===== src/rtl/p2s_burst_scheduler_if.sv =====
// Requester-side and serializer-side signals of the burst scheduler.
// The master modport is the requesters' view; the slave modport is the scheduler's view.
interface p2s_burst_scheduler_if;
  logic [3:0]  req_valid;
  logic [31:0] req_data;
  logic [3:0]  req_ready;
  logic [7:0]  data_out;
  logic        valid_out;
  logic [1:0]  grant_id;
  logic        busy;

  modport master (
    output req_valid, req_data,
    input  req_ready, data_out, valid_out, grant_id, busy
  );

  modport slave (
    input  req_valid, req_data,
    output req_ready, data_out, valid_out, grant_id, busy
  );
endinterface


===== src/rtl/p2s_burst_scheduler.sv =====
// Round-robin burst scheduler feeding a shared parallel-to-serial converter.
// It runs an idle training window after reset, then sends header-prefixed bursts.
module p2s_burst_scheduler #(
  parameter int unsigned MAX_BURST = 4,
  parameter int unsigned INIT_IDLE = 8,
  parameter logic [3:0]  HDR_TAG   = 4'hA
) (
  input logic                    clk,
  input logic                    reset_L,
  p2s_burst_scheduler_if.slave   bus
);

  typedef enum logic [1:0] {StInit, StIdle, StData} state_e;

  state_e      state_q, state_d;
  logic [7:0]  idle_cnt_q, idle_cnt_d;
  logic [3:0]  burst_cnt_q, burst_cnt_d;
  logic [1:0]  ptr_q, ptr_d;
  logic [7:0]  data_q, data_d;
  logic        valid_q, valid_d;
  logic [1:0]  grant_q, grant_d;
  logic        busy_q, busy_d;
  logic [3:0]  ready;

  logic [3:0][7:0] req_bytes;
  logic            win_found;
  logic [1:0]      win_idx;
  logic            idle_done;
  logic            last_byte;
  logic            grant_valid;

  assign req_bytes   = bus.req_data;
  assign idle_done   = (idle_cnt_q == 8'(INIT_IDLE - 1));
  assign last_byte   = (burst_cnt_q == 4'(MAX_BURST - 1));
  assign grant_valid = bus.req_valid[grant_q];

  // Rotating priority: scan from ptr_q upward, wrapping 3 -> 0.
  always_comb begin
    win_found = 1'b0;
    win_idx   = ptr_q;
    for (int i = 0; i < 4; i++) begin
      if (!win_found && bus.req_valid[ptr_q + 2'(i)]) begin
        win_found = 1'b1;
        win_idx   = ptr_q + 2'(i);
      end
    end
  end

  always_ff @(posedge clk) begin
    if (!reset_L) begin
      state_q     <= StInit;
      idle_cnt_q  <= 8'd0;
      burst_cnt_q <= 4'd0;
      ptr_q       <= 2'd0;
      data_q      <= 8'h00;
      valid_q     <= 1'b0;
      grant_q     <= 2'd0;
      busy_q      <= 1'b0;
    end else begin
      state_q     <= state_d;
      idle_cnt_q  <= idle_cnt_d;
      burst_cnt_q <= burst_cnt_d;
      ptr_q       <= ptr_d;
      data_q      <= data_d;
      valid_q     <= valid_d;
      grant_q     <= grant_d;
      busy_q      <= busy_d;
    end
  end

  always_comb begin
    state_d = state_q;
    unique case (state_q)
      StInit:  if (idle_done) state_d = StIdle;
      StIdle:  if (win_found) state_d = StData;
      StData:  if (!grant_valid || last_byte) state_d = StIdle;
      default: state_d = StInit;
    endcase
  end

  always_comb begin
    idle_cnt_d  = idle_cnt_q;
    burst_cnt_d = burst_cnt_q;
    ptr_d       = ptr_q;
    data_d      = data_q;
    valid_d     = 1'b0;
    grant_d     = grant_q;
    busy_d      = busy_q;
    ready       = 4'b0000;
    unique case (state_q)
      StInit: idle_cnt_d = idle_cnt_q + 8'd1;
      StIdle: begin
        if (win_found) begin
          data_d      = {HDR_TAG, 2'b00, win_idx};
          valid_d     = 1'b1;
          grant_d     = win_idx;
          busy_d      = 1'b1;
          burst_cnt_d = 4'd0;
        end else begin
          busy_d = 1'b0;
        end
      end
      StData: begin
        ready[grant_q] = 1'b1;
        if (grant_valid) begin
          data_d      = req_bytes[grant_q];
          valid_d     = 1'b1;
          burst_cnt_d = burst_cnt_q + 4'd1;
          if (last_byte) ptr_d = grant_q + 2'd1;
        end else begin
          // Early end: busy drops now; a full burst keeps busy for a back-to-back header.
          busy_d = 1'b0;
          ptr_d  = grant_q + 2'd1;
        end
      end
      default: ;
    endcase
  end

  assign bus.req_ready = ready;
  assign bus.data_out  = data_q;
  assign bus.valid_out = valid_q;
  assign bus.grant_id  = grant_q;
  assign bus.busy      = busy_q;

endmodule

===== src/flat_wrapper.sv =====
// flat-port wrapper written by rule: the top's interface ports become plain ports
module p2s_burst_scheduler_flat 
#(
  parameter int unsigned MAX_BURST = 4,
  parameter int unsigned INIT_IDLE = 8,
  parameter logic [3:0]  HDR_TAG   = 4'hA
)
  (clk, reset_L, bus_req_valid, bus_req_data, bus_req_ready, bus_data_out, bus_valid_out, bus_grant_id, bus_busy);
  p2s_burst_scheduler_if bus_i ();
  input logic clk;
  input logic reset_L;
  input wire logic [$bits(bus_i.req_valid)-1:0] bus_req_valid;
  input wire logic [$bits(bus_i.req_data)-1:0] bus_req_data;
  output wire logic [$bits(bus_i.req_ready)-1:0] bus_req_ready;
  output wire logic [$bits(bus_i.data_out)-1:0] bus_data_out;
  output wire logic [$bits(bus_i.valid_out)-1:0] bus_valid_out;
  output wire logic [$bits(bus_i.grant_id)-1:0] bus_grant_id;
  output wire logic [$bits(bus_i.busy)-1:0] bus_busy;
  assign bus_i.req_valid = bus_req_valid;
  assign bus_i.req_data = bus_req_data;
  assign bus_req_ready = bus_i.req_ready;
  assign bus_data_out = bus_i.data_out;
  assign bus_valid_out = bus_i.valid_out;
  assign bus_grant_id = bus_i.grant_id;
  assign bus_busy = bus_i.busy;
  p2s_burst_scheduler #(.MAX_BURST(MAX_BURST), .INIT_IDLE(INIT_IDLE), .HDR_TAG(HDR_TAG)) u_core (.clk(clk), .reset_L(reset_L), .bus(bus_i));
endmodule

===== config.mk =====
export PLATFORM = sky130hd
export DESIGN_NAME = p2s_burst_scheduler_flat
export DESIGN_NICKNAME = d
export VERILOG_FILES = /design/src/rtl/p2s_burst_scheduler_if.sv /design/src/rtl/p2s_burst_scheduler.sv /design/src/flat_wrapper.sv
export SDC_FILE = /design/constraint.sdc
export NUM_CORES = 1
export LEC_CHECK = 0
export ABC_AREA = 1
export CAP_MARGIN = 5
export CORE_MARGIN = 10
export CORE_UTILIZATION = 45
export CTS_BUF_LIST = sky130_fd_sc_hd__clkbuf_16
export CTS_CLUSTER_SIZE = 14
export DETAILED_ROUTE_END_ITERATION = 8
export PLACE_DENSITY_LB_ADDON = 0.15
export SYNTH_ARGS = -nofsm -noshare
export SYNTH_HDL_FRONTEND = slang
export SYNTH_SLANG_ARGS = --single-unit

===== constraint.sdc =====
create_clock -name clk -period 1.97 [get_ports clk]
set_clock_uncertainty 0.05 [all_clocks]
set_input_delay 0.197 -clock clk [delete_from_list [all_inputs] [get_ports clk]]
set_output_delay 0.197 -clock clk [all_outputs]
set_load 0.02 [all_outputs]

======== Yosys cells after proc, flatten, opt, wreduce, memory -nomap -nowiden ========
Cells that the tools add are included.
storage, ports and cells
  register bits ........................... 28
  bits in latches ......................... 0
  bits in writable memories ............... 0
  ROM bits ................................ 0
  logic and storage cells ................. 85
  memories kept ........................... 0
operators by class
  $add $sub $neg .......................... 6
  multiply operators ...................... 0
  div/mod/pow operators ................... 0
  magnitude comparators ................... 6
  equal/unequal tests ..................... 10
  shift operators ......................... 0
  mux-type cells .......................... 39
  bitwise gates (word level) .............. 0
  reduce and logical (&&, ||, !) cells .... 16
operator list
  cell                                                  number
  two-way mux 8 bit                                     3
  binary-select mux 8 bit (select 2 bit)                1
  two-way mux 2 bit                                     8
  one-hot mux 8 bit (2 select lines)                    1
  < comparator 2 x 3 -> 1 bit (second input constant)   5
  two-way mux 1 bit                                     13
  two-way mux 4 bit                                     3
  binary-select mux 1 bit (select 2 bit)                5
  != test 2 x 1 -> 1 bit (second input constant)        5
  adder 8 x 1 -> 8 bit (second input constant)          1
  equality test 8 x 3 -> 1 bit (second input constant)  1
  one-hot mux 4 bit (2 select lines)                    1
  one-hot mux 2 bit (3 select lines)                    1
  AND reduction 2 bit                                   3
  AND reduction 3 bit                                   2
  adder 2 x 1 -> 2 bit (second input constant)          2
  adder 2 bit (second input constant)                   2
  adder 4 x 1 -> 4 bit (second input constant)          1
  equality test 4 x 2 -> 1 bit (second input constant)  1
  logical AND 1 bit                                     4
  logical NOT 1 bit                                     4
  one-hot mux 1 bit (2 select lines)                    2
  demux 1 bit (select 2 bit)                            1
  equality test 2 x 1 -> 1 bit (second input constant)  1
  6 further kinds                                       6

======== Depth between registers and ports, before layout ========
  depth in word-level cells ............... 14
  mapped depth ............................ 13
  depth with buffers taken out ............ 13

======== Worst setup path before layout ========
OpenSTA, ideal clock, no wires.
  kind .................................... reg-to-reg
  start point ............................. register u_core.grant_q[1] (netlist: u_core.bus.grant_id[1])
  end point ............................... register u_core.burst_cnt_q[1]
  data arrival time ....................... 1,660 ps
  data required time ...................... 1,850 ps
  setup slack ............................. 190 ps
  stages on the path, launching flop included .. 10
  period minus slack after synthesis ...... 1,780 ps
  path through ............................ dfxtp_1 -> clkinv_1 -> nand3_1 -> nand2_1 -> a21oi_1 -> nand2_4 -> inv_2 -> buf_6 -> nand3_1 -> a21oi_2
between the ends
  longest elaborated chain between the ends .. 4
RTL lines
  element                                  line                       source
  from (decl)                              p2s_burst_scheduler.sv:21  logic [1:0] grant_q, grant_d;
  from (signal assigned)                   p2s_burst_scheduler.sv:66  grant_q <= grant_d;
  binary-select mux 1 bit (select 2 bit)   p2s_burst_scheduler.sv:35  assign grant_valid = bus.req_valid[grant_q];
  two-way mux 1 bit (implied by the code)  p2s_burst_scheduler.sv:35
  != test 2 x 1 -> 1 bit (no line)         -
  AND reduction 3 bit (no line)            -
  to (signal assigned)                     p2s_burst_scheduler.sv:62  burst_cnt_q <= burst_cnt_d;
  to (decl)                                p2s_burst_scheduler.sv:17  logic [3:0] burst_cnt_q, burst_cnt_d;
Every way passes these cells. The select of a mux whose other input is x is not followed.
A chain may end at the register's enable or synchronous reset.

======== Worst setup path after layout ========
  start point ............................. register u_core.grant_q[0] (netlist: u_core.bus.grant_id[0])
  end point ............................... output port bus_grant_id[0]
RTL lines
  element    line                source
  to (decl)  flat_wrapper.sv:17  output wire logic [$bits(bus_i.grant_id)-1:0] bus_grant_id;
No word-level cell between the ends.

==> results.md <==
- Starting density of the core: 47.52%
- DP HPWL: 4244 um
- Remaining global-route overflow: 0
- Met2 usage: 27.72%
- Finished Cell Area: 2656 um2
- Fin. Hold Viols: 0
- Max Fanout on Critical Path: 17
- M1 GR Usage: 16.80%
- Root buffer selected by CTS: clkbuf_16
- Final min period: 1.847 ns
- CTS tree: yes
- GPL Wtd Cong: 0.8985
- Worst reg2reg setup slack: 0.19 ns
- Pwr/cell area: 1120 nW/um2
- Worst R2R Path Depth: 13
- P&R area growth vs syn: 36.79%
- Dominant cell type by area after synthesis: dfxtp_1
- Slew headroom: 60.57%
- Pin count of the biggest net entering global routing: 18
- H-Tree Depth: 1
- CTS Sinks: 28
- Placed Area: 2535 um2
- Outcome: finished, final reports clean
- Max-cap violations: 0
- Crit end category: primary output
- DRC viols: 0
- Final Cycle Share: 93.75%
- Layout Nets: 403
- Slew at the pin closest to its max-slew limit: 0.5909 ns
- Layout cells sized above 1: 13.60%
- Synth area leaders: dfxtp_1, nand2_1, o21ai_0, nor2_1, ha_1
- Arrival @ worst endpoint: 1.60 ns
- Unique masters post-synth: 26
- Hold-fix buffers at CTS: 0
- Max Slew Vio Count: 0
- Iter 0 DRT Violations: 130
- CTS buffer count: 3
- Post-route insts no fill: 403
- Top FF cell, synth: dfxtp_1
- Worst Hold Class: reg2reg
- Placed Cells: 397
- Ys async rst share: 0%
- GR peak layer: met2
- # IOs: 54
- R2r startpoint: u_core.ptr_q[0]
- CP startpoint kind: flip-flop
- Total routed wirelength: 5382 um
- Data required time of the worst path: 1.72 ns
- Register area share after synthesis: 28.87%
- Gate count after technology mapping: 295
- FILL cells: 369
- Die height: 85.69 um
- Top-area cell type share of the netlist area: 28.87%
- Core Footprint: 4086 um2
- Worst hold start: u_core.bus.data_out[6]
- Post-synth EDFFs: 0
- Via Count: 2019
- Met3 Use GR: 3.122%
- ANT nets after route: 0
- # port buffers: 53
- Crit Reg-Reg Endpoint: u_core.bus.data_out[1]
- Via density: 5.010
- Vias in the first global route: 1977
- Min-Delay Path Depth: 2
- Ys Warns: 0
- Count leader, synth: nand2_1
- Total Routing Usage GR: 14.74%
- Mapped Area: 1942 um2
- Max Root-Sink Buffers: 2
- Die area: 7343 um2
- Leak: 1.149 nW
- TritonRoute pass-1 iters: 4
- Fmax: 541.4 MHz
- Setup-failing EPs final: 0
- Die W: 85.69 um
- Post-Syn Area per Cell: 6.583 um2
- Global-route wire length before repair: 9211 um
- Hold Crit Endpoint: u_core.bus.data_out[6]
- WS Path Type: reg2out
- #FFs+latches synth: 28
- Antenna violations before repair: 0
- ANT cells: 0
- Row Count: 23
- WL/cell: 13.35 um
- Commonest cells in the netlist: nand2_1, nor2_1, o21ai_0
- Clock transition at path regs: 0.07 ns
- Post-synth net total: 344
- Insertion delay to the later sink of the worst-skew pair: 0.26 ns
- Peak VDD IR: 0.7595 mV
[logic make-up (layout without fill, tap and decap cells)]
group	after synthesis	after routing	share of synthesized area, %
AND/OR/NAND/NOR	149	149	34.09
AO/OA/AOI/OAI	63	63	18.75
buffers and inverters	41	99	9.858
flip-flops	28	28	28.87
adder cells (fa/ha/maj)	11	11	7.088
XOR/XNOR	3	3	1.353
[report_power, final]
part	switching [W]	internal, W	total, W
combinational	0.000970	0.000648	0.00162
sequential	0.0000841	0.000677	0.000761
clock	0.000192	0.000404	0.000596
total	0.00125	0.00173	0.00297
[layout make-up]
class	instances	area, um2	share of cell area [%]
multi-input combinational	226	1192	44.89
timing repair buffer	66	626.9	23.60
sequential	28	560.5	21.10
inverter	29	108.9	4.098
clock buffer	3	75.07	2.826
tap	50	62.56	2.355
clock inverter	1	30.03	1.130
[what timing repair did]
action | 4_1_cts | 5_1_grt
setup endpoints to repair | 4 | 2
resized for setup | 5 | 4
pin swaps | 0 | 1
setup buffers | 0 | 2
[state kept, by name, summed over array words and instances (netlist names)]
name                  cells
u_core.bus.data_out       8
u_core.idle_cnt_q         8
u_core.burst_cnt_q        4
u_core.bus.grant_id       2
u_core.ptr_q              2
u_core.state_q            2
u_core.bus.busy           1
u_core.bus.valid_out      1
[cell usage in the layout, fill, tap and decap left out, types with 2 or more instances in the layout]
cell / synthesis / final
a21oi_1: 15 / 15
dfxtp_1: 28 / 28
ha_1: 11 / 10
clkbuf_16: 0 / 3
o221ai_1: 2 / 2
xor2_1: 3 / 3
nand2_1: 64 / 64
buf_4: 0 / 12
o21ai_1: 0 / 2
dlygate4sd2_1: 0 / 4
nand2_4: 3 / 3
a21oi_2: 8 / 8
nor3_1: 3 / 3
clkdlybuf4s50_1: 0 / 49
nor2_1: 41 / 41
nand3_1: 23 / 23
inv_1: 25 / 24
nand2_2: 11 / 11
inv_2: 3 / 4
o21ai_0: 31 / 29
nor2_2: 2 / 2
o22ai_1: 6 / 6
[metrics by stage]
stage / hold WS, ns / setup slack, ns / util [%] / setup TNS (ns) / total power, W
after floorplan: 0.2854 / 0.1898 / - / 0 / 0.001900
after global placement: 0.4059 / 0.03573 / 62.03 / 0 / 0.002342
after detailed placement: 0.4137 / -0.02997 / 62.03 / -0.02997 / 0.002370
after CTS: 0.4254 / 0.1416 / 64.54 / 0 / 0.002973
after global routing: 0.4340 / -0.001678 / 65.00 / -0.001678 / 0.003244
final: 0.4212 / 0.1230 / 65.00 / 0 / 0.002975
[layer usage]
metal / wire [um] / vias up
met5: 0 / -
met4: 14 / 0
met3: 231 / 2
met2: 2789 / 44
met1: 2347 / 902
li1: - / 1071
[worst max-delay path, cell delays in order, from the launching register on]
cell             delay, ns
dfxtp_1               0.35
buf_4                 0.15
buf_4                 0.21
clkdlybuf4s50_1       0.63
[worst max path at each step]
stage | startpoint | end | slack, ns | cells after the start
6_report | u_core.bus.grant_id[0] | bus_grant_id[0] | 0.12 | 3
3_5_place_dp | bus_req_valid[3] | u_core.bus.data_out[0] | -0.03 | 13
3_3_place_gp | bus_req_valid[2] | u_core.bus.data_out[1] | 0.04 | 10
5_1_grt | u_core.ptr_q[1] | u_core.bus.grant_id[0] | -0.002 | 10
2_1_floorplan | u_core.bus.grant_id[1] | u_core.burst_cnt_q[1] | 0.19 | 9
4_1_cts | u_core.bus.grant_id[0] | bus_grant_id[0] | 0.14 | 3
Note: power is estimated with default switching activity, not from simulation.
